==> src/rtl/adc_capture_ctrl.sv <==
// Capture controller: streams one sinc3 decimator channel into a banked
// SRAM buffer in one-shot or ring mode, with settling-sample discard.
module adc_capture_ctrl #(
    parameter int DATA_W         = 32,
    parameter int ADDR_W         = 9,
    parameter int NUM_BANKS      = 4,
    parameter int SETTLE_SAMPLES = 2
) (
    input  logic                   wb_clk_i,
    input  logic                   wb_rst_i,
    input  logic                   start_i,
    input  logic                   stop_i,
    input  logic                   continuous_i,
    input  logic [1:0]             chan_sel_i,
    input  logic [ADDR_W+$clog2(NUM_BANKS)-1:0] capture_len_i,
    input  logic [2:0]             adc_dvalid_i,
    input  logic [DATA_W-1:0]      adc0_dat_i,
    input  logic [DATA_W-1:0]      adc1_dat_i,
    input  logic [DATA_W-1:0]      adc2_dat_i,
    output logic [NUM_BANKS-1:0]   mem_wenb_o,
    output logic [ADDR_W-1:0]      mem_waddr_o,
    output logic [DATA_W-1:0]      mem_data_o,
    output logic [DATA_W/8-1:0]    wmask_o,
    output logic                   busy_o,
    output logic                   done_o,
    output logic                   wrapped_o,
    output logic [ADDR_W+$clog2(NUM_BANKS)-1:0] wr_ptr_o
);

    localparam int BANK_W = $clog2(NUM_BANKS);
    localparam int PTR_W  = ADDR_W + BANK_W;
    localparam int SKIP_W = $clog2(SETTLE_SAMPLES + 2);

    typedef enum logic [1:0] {
        IDLE    = 2'd0,
        SETTLE  = 2'd1,
        CAPTURE = 2'd2,
        DONE    = 2'd3
    } state_t;

    state_t              state;
    logic                cont_q;
    logic [1:0]          chan_q;
    logic [PTR_W-1:0]    last_q;
    logic [PTR_W-1:0]    ptr_q;
    logic [SKIP_W-1:0]   skip_q;

    logic                sel_vld;
    logic [DATA_W-1:0]   sel_dat;
    logic [NUM_BANKS-1:0] bank_sel_n;
    logic                start_ok;
    logic                wr_fire;
    logic                last_word;
    logic [1:0]          chan_norm;
    logic [PTR_W-1:0]    ptr_nxt;
    state_t              start_state;

    always_comb begin
        sel_vld = adc_dvalid_i[0];
        sel_dat = adc0_dat_i;
        case (chan_q)
            2'd1: begin
                sel_vld = adc_dvalid_i[1];
                sel_dat = adc1_dat_i;
            end
            2'd2: begin
                sel_vld = adc_dvalid_i[2];
                sel_dat = adc2_dat_i;
            end
            default: begin
                sel_vld = adc_dvalid_i[0];
                sel_dat = adc0_dat_i;
            end
        endcase
    end

    always_comb begin
        bank_sel_n = '1;
        bank_sel_n[ptr_q[PTR_W-1:ADDR_W]] = 1'b0;
    end

    // Channel 3 does not exist and aliases to channel 0.
    assign chan_norm   = (chan_sel_i == 2'd3) ? 2'd0 : chan_sel_i;
    assign start_ok    = start_i && (state == IDLE || state == DONE);
    assign wr_fire     = (state == CAPTURE) && sel_vld;
    assign last_word   = wr_fire && !cont_q && (ptr_q == last_q);
    assign ptr_nxt     = ptr_q + 1'b1;
    assign start_state = (SETTLE_SAMPLES == 0) ? CAPTURE : SETTLE;

    always_ff @(posedge wb_clk_i or posedge wb_rst_i) begin
        if (wb_rst_i) begin
            state       <= IDLE;
            cont_q      <= 1'b0;
            chan_q      <= 2'd0;
            last_q      <= '0;
            ptr_q       <= '0;
            skip_q      <= '0;
            mem_wenb_o  <= '1;
            mem_waddr_o <= '0;
            mem_data_o  <= '0;
            wmask_o     <= '0;
            busy_o      <= 1'b0;
            done_o      <= 1'b0;
            wrapped_o   <= 1'b0;
            wr_ptr_o    <= '0;
        end else begin
            mem_wenb_o <= '1;
            wmask_o    <= '0;

            if (wr_fire) begin
                mem_wenb_o  <= bank_sel_n;
                mem_waddr_o <= ptr_q[ADDR_W-1:0];
                mem_data_o  <= sel_dat;
                wmask_o     <= '1;
                ptr_q       <= ptr_nxt;
                wr_ptr_o    <= ptr_nxt;
                if (cont_q && (ptr_q == '1)) begin
                    wrapped_o <= 1'b1;
                end
            end

            case (state)
                IDLE, DONE: begin
                    if (start_ok) begin
                        cont_q    <= continuous_i;
                        chan_q    <= chan_norm;
                        // A zero length wraps to the last index of the full buffer.
                        last_q    <= capture_len_i - 1'b1;
                        ptr_q     <= '0;
                        wr_ptr_o  <= '0;
                        skip_q    <= '0;
                        done_o    <= 1'b0;
                        wrapped_o <= 1'b0;
                        busy_o    <= 1'b1;
                        state     <= start_state;
                    end
                end
                SETTLE: begin
                    if (stop_i) begin
                        state  <= DONE;
                        busy_o <= 1'b0;
                        done_o <= 1'b1;
                    end else if (sel_vld) begin
                        if (skip_q == SKIP_W'(SETTLE_SAMPLES - 1)) begin
                            state <= CAPTURE;
                        end else begin
                            skip_q <= skip_q + 1'b1;
                        end
                    end
                end
                CAPTURE: begin
                    if (stop_i || last_word) begin
                        state  <= DONE;
                        busy_o <= 1'b0;
                        done_o <= 1'b1;
                    end
                end
                default: state <= IDLE;
            endcase
        end
    end

endmodule

==> config.mk <==
export PLATFORM = sky130hd
export DESIGN_NAME = adc_capture_ctrl
export DESIGN_NICKNAME = d
export VERILOG_FILES = /design/src/rtl/adc_capture_ctrl.sv
export SDC_FILE = /design/constraint.sdc
export NUM_CORES = 1
export LEC_CHECK = 0
export ABC_CLOCK_PERIOD_IN_PS = 6000
export CORE_ASPECT_RATIO = 0.75
export CORE_MARGIN = 2
export CORE_UTILIZATION = 45
export CTS_BUF_LIST = sky130_fd_sc_hd__clkbuf_2 sky130_fd_sc_hd__clkbuf_4 sky130_fd_sc_hd__clkbuf_8
export DETAILED_ROUTE_END_ITERATION = 10
export PLACE_DENSITY_LB_ADDON = 0.15
export SLEW_MARGIN = 20
export SYNTH_ARGS = -nofsm -noshare
export SYNTH_HDL_FRONTEND = slang
export SYNTH_SLANG_ARGS = --single-unit
==> constraint.sdc <==
create_clock -name wb_clk_i -period 6 [get_ports wb_clk_i]
set_input_delay 0.9 -clock wb_clk_i [delete_from_list [all_inputs] [get_ports wb_clk_i]]
set_output_delay 0.9 -clock wb_clk_i [all_outputs]
set_load 0.02 [all_outputs]
==> reports/results.tsv <==
metric	value	unit
status	completed	
cp.required	6210	ps
synth_edf_count	0	
synth.area.top_cells	dfrtp_1, nand2_1, a22oi_1, o21ai_0, nor2_1	
power_density	435	nW/µm²
grt_overflow_total	0	
syn_inst	511	
fin_tns_setup	0	ps
first_pass_iters	4	
post-cts-setup-buffer-count	0	
clkTransAtPathRegs	90	ps
start_util	45.5	%
diodes	0	
clk_latency	360	ps
postCtsHoldBufs	0	
grt_pass1_wl	19500	µm
htree_levels	3	
relSlewSlack	30.2	%
syn_nets	635	
finalWorstSetupSlack	3070	ps
grt_usage	22.1	%
fmax	342	MHz
num_rows	32	
path_cells	inv_1 > ha_2 > nand2b_1 > nand3_2 > buf_4 > nor2_1 > xnor2_1 > nor2_1	
finalClockSkew	14.4	ps
crit_type	register to register	
portBuffers	179	
cp_max_fo	84	
crit_path_top_delay_cell	ha_2	
place_area	6370	µm²
avgRoutedWirePerCell	14.9	µm
synth_top_area_share	45.9	%
place_ws	3040	ps
synth_seq_cells	89	
antenna_found_initial	0	
syn_area_per_cell	9.06	µm²
fp.dieH	91.9	µm
io_pins	180	
drv_slew	0	
yosysWarnings	0	
synth_area	4630	µm²
worst_pin_slew	1050	ps
arrival	3130	ps
cts.sinks	89	
routabilityCongestion	0.780	
n_fill_cell	858	
crit_family	adder cells	
cts_resized	0	
cts_tree	built	
area_growth	42.6	%
hold_path_class	register to register	
clk_path_buf_depth	2	
critPathBufInv	2	
crit_top_cell	nor2_1	
grt_pass1_vias	3943	
fin_area	6600	µm²
chipWidth	121	µm
report.power.total	2.87	mW
max_cap_violations	0	
critPathLaunchType	register	
dr.first_iter.drc_count	206	
dr_total_vias	4051	
hold_viol	0	
ys_seq_area_share	48.2	%
slowest_delay	1000	ps
final_antenna_net_count	0	
core	10200	µm²
critPathCaptureType	register	
rsz0062_at_grt	no	
vias_per_cell	5.05	
finalCritPeriodShare	48.8	%
hold_ws	474	ps
grt_max_degree	90	
cts_root_buf	clkbuf_8	
async_flop_share	100	%
drive_gt1_share	6.76	%
ir_worst_vdd	291	µV
drc_errors	0	
yosys.area.top_type	dfrtp_1	
dieArea	11100	µm²
yosysUniqueCellTypes	50	
post-route-min-period	2930	ps
finalNetCount	785	
synthFlopType	dfrtp_1	
cellLeakagePower	2.77	nW
finalSetupViolCount	0	
final_cell_mix	clkdlybuf4s50_1, dfrtp_1, nand2_1	
final_common_cell	clkdlybuf4s50_1	
cts_made_buffers	9	
dpl.hpwl	8780	µm
wirelength	12000	µm
worst register-to-register path, stage by stage, from the launching register on:
cell and delay (ps):
dfrtp_1 360, inv_1 60, ha_2 1000, nand2b_1 230, nand3_2 150, buf_4 590
nor2_1 170, xnor2_1 160, nor2_1 50
cells in the mapped netlist, types with 2 or more instances:
cell / count
dfrtp_1: 85
nand2_1: 84
nor2_1: 57
o21ai_0: 48
a21oi_1: 39
a22oi_1: 33
xor2_1: 21
clkbuf_1: 19
xnor2_1: 17
inv_1: 12
buf_2: 10
a211oi_1: 7
buf_4: 7
ha_1: 7
buf_6: 6
nand3_1: 6
nor3_1: 6
dfstp_2: 4
nand2b_1: 3
nand3_2: 3
nor4_1: 3
and3_1: 2
mux2i_1: 2
nand3b_1: 2
nor2_2: 2
nor3_2: 2
registers in the layout (all words and copies together), names as in the netlist, 2 cells and up:
signal	count
state	2
chan_q	2
mem_data_o	32
wr_ptr_o	11
ptr_q	11
mem_wenb_o	4
last_q	11
mem_waddr_o	9
skip_q	2
cells by family (layout without fill, tap and decap cells):
kind of cell	count (synthesis)	after routing	share of synthesized area, %
buffers and inverters	56	211	6.35
AOI/OAI and AO/OA	136	136	17.8
and+or+nand+nor	182	182	17.9
xor gates and xnor gates	38	38	7.19
adders and majority gates	7	7	1.89
DFF	89	89	48.2
muxes	3	3	0.756
metal layers:
metal | vias up | part of all wire, % | track usage (%)
met5 | - | 0 | 0
met4 | 0 | 1.7 | 6.32
met3 | 15 | 5.5 | 5.47
met2 | 121 | 48 | 35.8
met1 | 1887 | 45 | 29.7
li1 | 2028 | - | -
area by class of cell:
type	count	area, µm²	area share, %
clock buffer	13	179	2.71
clock inverter	3	46.3	0.701
tap	136	170	2.58
inverter	13	50.0	0.758
sequential	89	2230	33.8
timing repair buffer	182	1820	27.5
multi-input combinational	366	2110	31.9
worst paths after layout:
check | startpoint | endpoint | slack (ps) | cells past startpoint
min in group asynchronous | wb_rst_i | mem_data_o[18]$_DFFE_PP0N_ | 1080 | 3
min | mem_waddr_o[7]$_DFFE_PP0N_ | mem_waddr_o[7]$_DFFE_PP0N_ | 470 | 2
min reg2reg | mem_waddr_o[7]$_DFFE_PP0N_ | mem_waddr_o[7]$_DFFE_PP0N_ | 470 | 2
max | chan_q[0]$_DFFE_PP0P_ | ptr_q[4]$_DFF_PP0_ | 3070 | 8
max in group asynchronous | wb_rst_i | mem_waddr_o[8]$_DFFE_PP0N_ | 4400 | 3
max reg2reg | chan_q[0]$_DFFE_PP0P_ | ptr_q[4]$_DFF_PP0_ | 3070 | 8
power breakdown:
part           internal, mW  switching (mW)
clock                 0.239           0.206
combinational         0.632           0.865
sequential            0.808           0.122
total                  1.68            1.19
stage by stage:
step,cells,utilization (%)
after global routing,802,64.9
after detailed placement,786,62.7
after floorplan,511,-
after CTS,802,64.9
after global placement,786,62.7
final,802,64.9
(Power assumes the default switching activity.)
